<file path="src/rtl/inst_fetch_buf.sv">
// Fetch stage: single-outstanding instruction-memory requests feeding a small PC/instruction FIFO toward decode.
// Optional FETCH_ALIGN_CHK_EN: misaligned PCs become address-error entries instead of memory fetches.
module inst_fetch_buf #(
    parameter int DEPTH  = 2,
    parameter int ADDR_W = 32,
    parameter int DATA_W = 32
) (
    input  logic              clk,
    input  logic              rst,
    input  logic              pc_ce,
    input  logic [ADDR_W-1:0] pc,
    output logic              pc_adv,
    output logic              imem_req,
    output logic [ADDR_W-1:0] imem_addr,
    input  logic              imem_ack,
    input  logic [DATA_W-1:0] imem_rdata,
    output logic              id_valid,
    output logic [ADDR_W-1:0] id_pc,
    output logic [DATA_W-1:0] id_inst,
    input  logic              id_ready,
`ifdef FETCH_ALIGN_CHK_EN
    input  logic              flush,
    output logic              id_exc_adel
`else
    input  logic              flush
`endif
);

    localparam int PTR_W = $clog2(DEPTH);
    localparam int CNT_W = PTR_W + 1;

    typedef enum logic [1:0] {
        IDLE,
        WAIT,
        DROP
    } state_t;

    state_t state, state_nx;

    logic [PTR_W-1:0]  wr_ptr, rd_ptr;
    logic [CNT_W-1:0]  count;
    logic [ADDR_W-1:0] req_pc;
    logic [ADDR_W-1:0] pc_mem   [DEPTH];
    logic [DATA_W-1:0] inst_mem [DEPTH];
`ifdef FETCH_ALIGN_CHK_EN
    logic              exc_mem  [DEPTH];
`endif

    logic              pop, push, launch, room, misaligned;
    logic [CNT_W:0]    occupancy;
    logic [ADDR_W-1:0] push_pc;
    logic [DATA_W-1:0] push_inst;
    logic              push_exc;

    assign imem_req = (state != IDLE);
    assign id_valid = (count != '0);
    assign id_pc    = id_valid ? pc_mem[rd_ptr]   : '0;
    assign id_inst  = id_valid ? inst_mem[rd_ptr] : '0;
`ifdef FETCH_ALIGN_CHK_EN
    assign id_exc_adel = id_valid ? exc_mem[rd_ptr] : 1'b0;
    assign misaligned  = (pc[1:0] != 2'b00);
`else
    assign misaligned  = 1'b0;
`endif

    // A word landing from memory this cycle still needs a slot, so WAIT reserves one
    // even on the ack cycle; this is what keeps a back-to-back launch from overflowing.
    always_comb begin
        pop       = id_valid & id_ready & ~flush;
        occupancy = (CNT_W+1)'(count) - (CNT_W+1)'(pop) + (CNT_W+1)'(state == WAIT);
        room      = occupancy < (CNT_W+1)'(DEPTH);
        launch    = pc_ce & ~flush & room &
                    ((state == IDLE) | ((state == WAIT) & imem_ack & ~misaligned));
        pc_adv    = launch;

        state_nx  = state;
        push      = 1'b0;
        push_pc   = req_pc;
        push_inst = imem_rdata;
        push_exc  = 1'b0;

        case (state)
            IDLE: begin
                if (launch) begin
                    if (misaligned) begin
                        push      = 1'b1;
                        push_pc   = pc;
                        push_inst = '0;
                        push_exc  = 1'b1;
                    end else begin
                        state_nx = WAIT;
                    end
                end
            end
            WAIT: begin
                if (flush) begin
                    state_nx = imem_ack ? IDLE : DROP;
                end else if (imem_ack) begin
                    push     = 1'b1;
                    state_nx = launch ? WAIT : IDLE;
                end
            end
            DROP: begin
                if (imem_ack) state_nx = IDLE;
            end
            default: state_nx = IDLE;
        endcase
    end

    always_ff @(posedge clk or posedge rst) begin
        if (rst) state <= IDLE;
        else     state <= state_nx;
    end

    // The request address is captured once at launch and held until the ack.
    always_ff @(posedge clk or posedge rst) begin
        if (rst) begin
            imem_addr <= '0;
            req_pc    <= '0;
        end else if (launch && !misaligned) begin
`ifdef FETCH_ALIGN_CHK_EN
            imem_addr <= pc;
`else
            imem_addr <= {pc[ADDR_W-1:2], 2'b00};
`endif
            req_pc    <= pc;
        end
    end

    always_ff @(posedge clk or posedge rst) begin
        if (rst) begin
            wr_ptr <= '0;
            rd_ptr <= '0;
            count  <= '0;
        end else if (flush) begin
            wr_ptr <= '0;
            rd_ptr <= '0;
            count  <= '0;
        end else begin
            if (push) wr_ptr <= wr_ptr + 1'b1;
            if (pop)  rd_ptr <= rd_ptr + 1'b1;
            count <= count + CNT_W'(push) - CNT_W'(pop);
        end
    end

    always_ff @(posedge clk) begin
        if (push) begin
            pc_mem[wr_ptr]   <= push_pc;
            inst_mem[wr_ptr] <= push_inst;
`ifdef FETCH_ALIGN_CHK_EN
            exc_mem[wr_ptr]  <= push_exc;
`endif
        end
    end

endmodule

</file>
<file path="config.mk">
export PLATFORM = sky130hd
export DESIGN_NAME = inst_fetch_buf
export DESIGN_NICKNAME = d
export VERILOG_FILES = /design/src/rtl/inst_fetch_buf.sv
export SDC_FILE = /design/constraint.sdc
export NUM_CORES = 1
export LEC_CHECK = 0
export BUFFER_PORTS_ARGS = -buffer_cell sky130_fd_sc_hd__buf_2
export CAP_MARGIN = 20
export CORE_MARGIN = 8
export CORE_UTILIZATION = 48
export DETAILED_ROUTE_END_ITERATION = 16
export PLACE_DENSITY = 0.73
export SETUP_SLACK_MARGIN = 0.2
export SYNTH_ARGS = -nofsm -noshare
export SYNTH_HDL_FRONTEND = slang
export SYNTH_SLANG_ARGS = --single-unit
</file>
<file path="constraint.sdc">
create_clock -name clk -period 6.9 [get_ports clk]
set_input_delay 2.07 -clock clk [delete_from_list [all_inputs] [get_ports clk]]
set_output_delay 2.07 -clock clk [all_outputs]
set_load 0.1 [all_outputs]
</file>
==> impl_metrics.py, run 1 <==
metrics = {
    "run_status": {
        "outcome": "completed",
    },
    "synthesis": {
        "ys_ff_latch": 166,
        "syn_area_mm2": 0.00663,
        "yosysTopAreaCell": "edfxtp_1",
        "synthTopCellsByArea": "edfxtp_1 (58%), dfrtp_1 (14%), mux2i_1 (9.7%)",
        "netlist-cell-type-count": 25,
        "syn_area_per_cell_um2": 16.1,
        "yosys.area.top_type_share": 0.580,
        "syn_inst": 412,
        "ys_warn_count": 0,
        "synth-seq-area-share": 0.723,
    },
    "grt": {
        "overflow": 0,
        "grt_pass1_vias": 3873,
        "grt.total_usage": 0.141,
        "grt_max_degree": 66,
        "grt_pass1_wl_mm": 19.5,
        "antenna_found_initial": 0,
    },
    "floorplanning": {
        "dieArea_mm2": 0.0178,
        "io_pins": 169,
        "chipWidth_um": 134,
        "die_h_um": 134,
        "initial_utilization": 0.485,
        "rows": 43,
        "core-area_mm2": 0.0137,
    },
    "sta": {
        "rsz0062_at_grt": "no",
        "period_minus_slack_ns": 6.13,
        "relSlewSlack": 0.541,
        "tightestPinTransition_ns": 0.689,
        "hold_viol": 0,
        "setup_ws_ns": 0.772,
        "clock.fmax_mhz": 163,
        "skew_ns": 0.00899,
        "setup_violations": 0,
        "fin_crit_sh": 0.888,
        "hold_ws_ns": 0.464,
        "drv_slew": 0,
        "tns_ns": 0,
    },
    "critical_path": {
        "r2r_end": "req_pc[11]",
        "startpoint": "id_ready",
        "cp_num_buf_inv": 2,
        "worstSetupPathType": "in2out",
        "r2r_cells": 9,
        "cpLargestDelayFamily": "simple AND/OR/NAND/NOR gates",
        "critPathMaxStageDelay_ns": 0.40,
        "crit_cells": 9,
        "cp.arrival_ns": 4.06,
        "worstReg2RegStart": "count[1]",
        "critPathRequiredTime_ns": 4.83,
        "slowest_stage": "nor4_4",
        "critPathLaunchType": "input port",
        "crit_end": "pc_adv",
        "crit_path_cell_trace": "buf_2 -> o21ai_0 -> nor2_1 -> ha_1 -> nand2b_1 -> fa_1 -> xor2_1 -> nor4_4 -> buf_12",
        "r2r_slack_ns": 3.59,
        "crit_path_end_kind": "output pin",
        "crit_fanout": 2,
    },
    "cts": {
        "clk_pin_slew_ns": 0.06,
        "clock-root-buffer": "clkbuf_16",
        "tritoncts": "built",
        "cts.sinks": 166,
        "cts_made_buffers": 17,
        "cts_setup_buffers": 0,
        "htree_num_levels": 4,
        "clk_path_buf_depth": 2,
        "ctsHoldBuffers": 0,
        "cts_resized": 0,
        "clock_latency_ns": 0.42,
    },
    "place": {
        "hpwlAfterDp_mm": 8.21,
        "place_ws_ns": 0.742,
        "numPortBuffers": 166,
        "placed_cell_area_mm2": 0.00743,
        "gp_congestion": 0.789,
    },
    "hold_path": {
        "hold_class": "reg2reg",
        "holdCritStartpoint": "req_pc[0]",
    },
    "finish": {
        "fin_nets": 630,
        "design_area_mm2": 0.00807,
        "final_common_cell": "buf_2",
        "layout_common_cells": "buf_2 (165), edfxtp_1 (128), nor2_1 (70), mux2i_1 (64), dfrtp_1 (37)",
        "antennaDiodeCount": 0,
        "syn_to_final_growth_pct": 21.8,
        "drive_gt1_frac": 0.418,
    },
    "power": {
        "cellPowerDensity_mw_per_mm2": 400,
        "p_total_mw": 3.23,
        "ir_drop_mv": 0.271,
        "leakage_nw": 3.18,
    },
    "drt": {
        "dr.pass1.iters": 4,
        "wl_per_cell_um": 16.6,
        "vias_per_cell": 4.85,
        "vias": 3629,
        "drt_iter0_drc": 181,
        "ant_nets": 0,
        "route.detailed.drc": 0,
        "finalWirelength_mm": 12.4,
    },
    "run": {
        "cap_violations": 0,
    },
}
[registers in the layout (all words and copies together) (netlist names)]
register	flops
count	2
inst_mem	64
pc_mem	64
rd_ptr	1
req_pc	32
state	2
wr_ptr	1
[per-stage QoR]
step / util / cells
CTS: 0.587 / 747
floorplan: - / 413
global placement: 0.544 / 715
detailed placement: 0.544 / 715
finish: 0.591 / 749
global route: 0.591 / 749
[kinds of logic (layout without fill, tap and decap cells)]
logic type / count (synthesis) / after routing / synth area share
adders and majority gates: 4 / 4 / 0.00868
xor gates and xnor gates: 5 / 5 / 0.00660
AOI/OAI and AO/OA: 2 / 2 / 0.00226
other: 1 / 2 / 0.000565
muxes: 97 / 97 / 0.153
buffers and inverters: 53 / 209 / 0.0528
and+or+nand+nor: 84 / 84 / 0.0534
DFF: 166 / 166 / 0.723
[Yosys cell counts]
cell type  count
mux2_2        30
nand2_1        2
dfrtp_1       38
nand3b_1       1
nand2b_1       2
or2_2          2
mux2_1         3
xnor2_1        2
nor4_4         1
xor2_1         3
nor2_1        73
clkbuf_1       7
ha_1           3
o21ai_0        1
buf_4         32
o21ba_2        1
buf_6          3
buf_2          7
edfxtp_1     128
nor2b_1        2
fa_1           1
or2_1          1
mux2i_1       64
conb_1         1
inv_1          4
[final cells by class]
class                      instances  area [um2]
inverter                           4        15.0
clock inverter                    15         159
tap                              180         225
timing repair buffer             173         938
clock buffer                      17         425
sequential                       166        4800
multi-input combinational        194        1510
fill                            1077        5590
[worst reg2reg max path: stages (launching register included)]
cell and delay, ns:
dfrtp_1 0.48, o21ai_0 0.29, nor2_1 0.11, ha_1 0.28, nand2b_1 0.15, fa_1 0.39, xor2_1 0.21, nor4_4 0.40
buf_4 0.46, mux2_2 0.43
[metal layers]
metal  track usage  up-vias  share of wire
li1              -     1735              -
met1         0.157     1770           0.42
met2         0.238      109           0.50
met3        0.0542       15          0.066
met4        0.0555        0          0.014
met5             0        -              0
[worst min path at each step]
| stage | cells after the start | endpoint |
|---|---|---|
| 6_report | 0 | pc_mem[1][0] |
| 3_5_place_dp | 0 | pc_mem[1][0] |
| 3_3_place_gp | 0 | pc_mem[0][0] |
| 4_1_cts | 0 | pc_mem[1][0] |
| 5_1_grt | 0 | pc_mem[1][0] |
| 2_1_floorplan | 0 | pc_mem[0][0] |
[power breakdown]
part	internal (mW)	switching [mW]	total, mW	leakage [nW]
registers	1.21	0.0804	1.29	1.61
clock network	0.563	0.368	0.931	0.277
logic	0.173	0.842	1.02	1.30
No activity file was read; power rests on OpenSTA's default activity.
==> inputs of run 2 (changes only) <==
--- a/config.mk
+++ b/config.mk
@@ -5,6 +5,7 @@
 export SDC_FILE = /design/constraint.sdc
 export NUM_CORES = 1
 export LEC_CHECK = 0
+export ABC_AREA = 1
 export BUFFER_PORTS_ARGS = -buffer_cell sky130_fd_sc_hd__buf_2
 export CAP_MARGIN = 20
 export CORE_MARGIN = 8
==> impl_metrics.py, run 2 <==
metrics = {
    "critical_path": {
        "slowest_stage": "fa_1",
        "cp.arrival_ns": 3.85,
        "worstSetupPathType": "in2out",
        "crit_path_cell_trace": "buf_2 -> nand2_1 -> nor2_1 -> ha_1 -> inv_1 -> nand2_1 -> fa_1 -> nand2_1 -> nor2_2 -> nand3_2 -> inv_1 -> buf_12",
        "critPathMostFrequentCell": "nand2_1",
        "critPathLaunchType": "input port",
        "critPathRequiredTime_ns": 4.83,
        "crit_fanout": 3,
        "critPathMaxStageDelay_ns": 0.50,
        "crit_path_end_kind": "output pin",
    },
    "cts": {
        "cts_made_buffers": 17,
        "cts_setup_buffers": 0,
        "cts_resized": 0,
        "clock-root-buffer": "clkbuf_16",
        "ctsHoldBuffers": 0,
        "clock_latency_ns": 0.42,
        "clk_path_buf_depth": 2,
        "cts.sinks": 166,
        "tritoncts": "built",
        "clk_pin_slew_ns": 0.06,
        "htree_num_levels": 4,
    },
    "synthesis": {
        "synth-seq-area-share": 0.714,
        "synth_edf_count": 128,
        "syn_inst": 571,
        "netlist-cell-type-count": 22,
        "synth_flop_cell": "edfxtp_1",
        "yosys.area.top_type_share": 0.572,
        "synth_top_family_by_area": "simple AND/OR/NAND/NOR gates",
        "ys_warn_count": 0,
        "synthTopCellsByArea": "edfxtp_1 (57%), dfrtp_1 (14%), nand2_1 (11%)",
        "yosysTopAreaCell": "edfxtp_1",
        "async_flop_share": 0.229,
        "yosys.area_share.simple": 0.155,
        "syn_area_mm2": 0.00672,
        "synth_xor_area_frac": 0.00130,
        "yosys.cell_count.top_type": "nand2_1",
        "yosys-top-cells-count": "nand2_1 (203), edfxtp_1 (128), a21oi_1 (64), dfrtp_1 (38)",
        "syn_area_per_cell_um2": 11.8,
        "synth_fa_ha_area_frac": 0.00857,
        "synth_compound_area_frac": 0.0524,
        "synthMuxAreaShare": 0,
        "ys_ff_latch": 166,
    },
    "floorplanning": {
        "core-area_mm2": 0.0138,
        "io_pins": 169,
        "dieArea_mm2": 0.0180,
        "initial_utilization": 0.488,
        "die_h_um": 134,
        "chipWidth_um": 134,
        "rows": 43,
    },
    "finish": {
        "n_fill_cell": 1131,
        "drive_gt1_frac": 0.302,
        "largestRegisters": "inst_mem (64), pc_mem (64), req_pc (32)",
        "final_common_cell": "nand2_1",
        "syn_to_final_growth_pct": 21.8,
        "multi_input_area_mm2": 0.00149,
        "layout_common_cells": "nand2_1 (203), buf_2 (165), edfxtp_1 (128), a21oi_1 (64), dfrtp_1 (37)",
        "antennaDiodeCount": 0,
        "seqCellArea_mm2": 0.00480,
        "fin_nets": 776,
    },
    "drt": {
        "dr.pass1.iters": 5,
        "ant_nets": 0,
        "finalWirelength_mm": 15.3,
        "drt_iter0_drc": 277,
        "vias": 4626,
        "wl_per_cell_um": 17.0,
        "route.detailed.drc": 0,
        "vias_per_cell": 5.17,
    },
    "sta": {
        "skew_ns": 0.00476,
        "hold_viol": 0,
        "drv_slew": 0,
        "hold_ws_ns": 0.477,
        "setup_violations": 0,
        "tns_ns": 0,
        "rsz0062_at_grt": "no",
        "relSlewSlack": 0.379,
        "tightestPinTransition_ns": 0.929,
        "fin_crit_sh": 0.859,
        "period_minus_slack_ns": 5.92,
        "setup_ws_ns": 0.975,
        "clock.fmax_mhz": 169,
    },
    "run": {
        "cap_violations": 0,
    },
    "grt": {
        "grt_pass1_vias": 4585,
        "grt.total_usage": 0.168,
        "overflow": 0,
        "grt_max_degree": 65,
        "antenna_found_initial": 2,
        "grt_pass1_wl_mm": 23.5,
    },
    "place": {
        "gp_congestion": 0.780,
        "numPortBuffers": 166,
        "hpwlAfterDp_mm": 9.88,
        "place_ws_ns": 0.985,
    },
    "run_status": {
        "outcome": "completed",
    },
    "power": {
        "p_total_mw": 3.44,
        "cellPowerDensity_mw_per_mm2": 420,
        "leakage_nw": 3.60,
        "ir_drop_mv": 0.291,
    },
    "hold_path": {
        "hold_class": "reg2reg",
    },
}
==> run 2: final timing paths <==
| check | endpoint | from | depth (start not counted) | slack [ns] |
|---|---|---|---|---|
| min reg2reg | pc_mem[1][1] | req_pc[1] | 0 | 0.48 |
| min in group asynchronous | req_pc[15] | rst | 3 | 1.76 |
| max | pc_adv | id_ready | 12 | 0.98 |
| max in group asynchronous | rd_ptr | rst | 3 | 4.76 |
| min | pc_mem[1][1] | req_pc[1] | 0 | 0.48 |
| max reg2reg | pc_mem[0][18] | state[0] | 5 | 4.17 |
==> run 2: worst max-delay path: cells and delay by family <==
kind / cells / cell delay (ns)
adder cells (fa/ha/maj): 2 / 0.77
buffers and inverters: 4 / 0.41
AND/OR/NAND/NOR: 6 / 0.59
==> run 2: final cells by class <==
cell class / instances / share of cell area
clock inverters: 15 / 0.0315
repair buffers: 176 / 0.114
multi-input cells: 327 / 0.182
inverters: 14 / 0.00642
flip-flops and latches: 166 / 0.586
well taps: 180 / 0.0275
clock buffers: 17 / 0.0520
==> run 2: per-stage QoR <==
stage / std cells / util / area, um2
global placement: 862 / 0.543 / 7480
finish: 895 / 0.594 / 8180
floorplan: 572 / - / 6720
detailed placement: 863 / 0.544 / 7500
CTS: 895 / 0.594 / 8180
global route: 895 / 0.594 / 8180
==> run 2: where the power goes <==
group | leakage [nW] | switching [mW] | internal [mW] | total (mW)
logic | 1.64 | 0.939 | 0.143 | 1.08
registers | 1.64 | 0.0763 | 1.21 | 1.28
clock network | 0.322 | 0.363 | 0.710 | 1.07
total | 3.60 | 1.38 | 2.06 | 3.44
==> run 2: kinds of logic (layout without fill, tap and decap cells) <==
family,after synthesis,in the layout
fa+ha+maj,4,4
xor+xnor,1,1
buf+inv,79,222
flops,166,166
other cells,1,2
compound gates,68,68
simple gates,252,252
==> run 2: routing by layer <==
metal | share of wire | track usage
met1 | 0.43 | 0.205
met2 | 0.48 | 0.275
met3 | 0.082 | 0.0565
met4 | 0.012 | 0.0580
met5 | 0.0015 | 0
==> inputs of run 3 (changes only) <==
--- a/config.mk
+++ b/config.mk
@@ -9,9 +9,8 @@
 export BUFFER_PORTS_ARGS = -buffer_cell sky130_fd_sc_hd__buf_2
 export CAP_MARGIN = 20
 export CORE_MARGIN = 8
-export CORE_UTILIZATION = 48
+export CORE_UTILIZATION = 35
 export DETAILED_ROUTE_END_ITERATION = 16
-export PLACE_DENSITY = 0.73
 export SETUP_SLACK_MARGIN = 0.2
 export SYNTH_ARGS = -nofsm -noshare
 export SYNTH_HDL_FRONTEND = slang
==> impl_metrics.py, run 3 (synthesis results as in run 2) <==
metrics = {
    "floorplanning": {
        "dieArea_mm2": 0.0239,
        "io_pins": 169,
        "die_h_um": 155,
        "chipWidth_um": 155,
        "initial_utilization": 0.358,
        "rows": 50,
        "core-area_mm2": 0.0188,
    },
    "critical_path": {
        "worstSetupPathType": "in2out",
        "r2r_end": "inst_mem[0][7]",
        "critPathRequiredTime_ns": 4.83,
        "r2r_cells": 5,
        "crit_path_end_kind": "output pin",
        "cp.arrival_ns": 3.73,
        "r2r_slack_ns": 4.38,
        "crit_fanout": 3,
        "critPathLaunchType": "input port",
        "worstReg2RegStart": "state[0]",
    },
    "finish": {
        "n_fill_cell": 1802,
        "final_common_cell": "nand2_1",
        "largestRegisters": "inst_mem (64), pc_mem (64), req_pc (32)",
        "drive_gt1_frac": 0.305,
        "fin_nets": 776,
        "syn_to_final_growth_pct": 21.6,
        "design_area_mm2": 0.00817,
        "layout_common_cells": "nand2_1 (203), buf_2 (165), edfxtp_1 (128), a21oi_1 (64), dfrtp_1 (37)",
    },
    "place": {
        "hpwlAfterDp_mm": 10.2,
        "placed_cell_area_mm2": 0.00755,
        "place_ws_ns": 1.08,
        "gp_congestion": 0.728,
        "numPortBuffers": 166,
    },
    "sta": {
        "clock.fmax_mhz": 172,
        "setup_violations": 0,
        "hold_viol": 0,
        "period_minus_slack_ns": 5.80,
        "tightestPinTransition_ns": 0.873,
        "drv_slew": 0,
        "rsz0062_at_grt": "no",
        "skew_ns": 0.0120,
        "setup_ws_ns": 1.10,
        "fin_crit_sh": 0.841,
        "relSlewSlack": 0.417,
        "tns_ns": 0,
    },
    "drt": {
        "drt_iter0_drc": 178,
        "route.detailed.drc": 0,
        "ant_nets": 0,
        "vias": 4529,
        "wl_per_cell_um": 17.2,
        "finalWirelength_mm": 16.3,
        "dr.pass1.iters": 4,
        "vias_per_cell": 4.77,
    },
    "power": {
        "leakage_nw": 3.58,
        "ir_drop_mv": 0.231,
        "cellPowerDensity_mw_per_mm2": 409,
    },
    "cts": {
        "cts_resized": 0,
        "clk_path_buf_depth": 2,
        "clock_latency_ns": 0.41,
        "cts_made_buffers": 17,
        "clock-root-buffer": "clkbuf_16",
        "htree_num_levels": 4,
        "cts.sinks": 166,
        "cts_setup_buffers": 0,
        "tritoncts": "built",
        "ctsHoldBuffers": 0,
        "clk_pin_slew_ns": 0.06,
    },
    "grt": {
        "grt_max_degree": 65,
        "grt.total_usage": 0.137,
        "antenna_found_initial": 2,
        "overflow": 0,
        "grt_pass1_vias": 4572,
        "grt_pass1_wl_mm": 25.2,
    },
    "run_status": {
        "outcome": "completed",
    },
    "hold_path": {
        "hold_class": "reg2reg",
        "hold_end": "pc_mem[0][0]",
        "holdCritStartpoint": "req_pc[0]",
        "holdPathStages": 0,
    },
    "run": {
        "cap_violations": 0,
    },
}
[run 3: cell count changes in the layout (fill, tap and decap cells not counted), sizes merged]
| cell | previous run | this run |
|---|---|---|
| bufinv | 7 | 3 |
| inv | 14 | 19 |
| diode | 0 | 1 |
| clkinvlp | 3 | 0 |
| clkbuf | 17 | 19 |
[run 3: area by class of cell]
class	instances	area [um2]	share of cell area
Clock buffer	19	443	0.0542
Clock inverter	13	168	0.0205
Antenna cell	1	2.50	0.000306
Timing Repair Buffer	176	921	0.113
Inverter	14	52.6	0.00643
Tap cell	234	293	0.0359
Sequential cell	166	4800	0.587
Multi-Input combinational cell	327	1490	0.183
[run 3: worst max path at each step]
stage              from     end  slack [ns]  cells after the start
3_5_place_dp   id_ready  pc_adv        1.08                     12
2_1_floorplan  id_ready  pc_adv        0.58                     11
5_1_grt        id_ready  pc_adv        0.92                     12
4_1_cts        id_ready  pc_adv        1.08                     12
3_3_place_gp   id_ready  pc_adv        1.10                     12
6_report       id_ready  pc_adv        1.10                     12
[run 3: routing by layer]
metal	vias to the layer above	global-route usage	routed length, um
li1	2191	-	-
met1	2191	0.156	6820
met2	133	0.239	8240
met3	12	0.0507	1120
met4	2	0.0341	136
met5	-	0	17
[run 3: per-stage QoR]
| step | hold slack (ns) | cells | power [mW] | util |
|---|---|---|---|---|
| finish | 0.476 | 950 | 3.34 | 0.435 |
| global route | 0.482 | 949 | 3.47 | 0.435 |
| CTS | 0.478 | 949 | 3.38 | 0.435 |
| detailed placement | 0.462 | 917 | 2.40 | 0.402 |
| global placement | 0.454 | 917 | 2.39 | 0.402 |
| floorplan | 0.442 | 572 | 2.28 | - |
[run 3: where the power goes]
part	total, mW	leakage, nW	internal (mW)	switching, mW
Combinational	1.08	1.64	0.141	0.942
Clock	0.975	0.302	0.585	0.390
Sequential	1.28	1.64	1.21	0.0751
[run 3: critical path: stages]
cell and delay (ns):
buf_2 0.08, nand2_1 0.07, nor2_1 0.14, ha_1 0.25
inv_1 0.05, nand2_1 0.05, fa_1 0.48, nand2_1 0.06
nor2_2 0.11, nand3_2 0.09, inv_1 0.10, buf_12 0.18
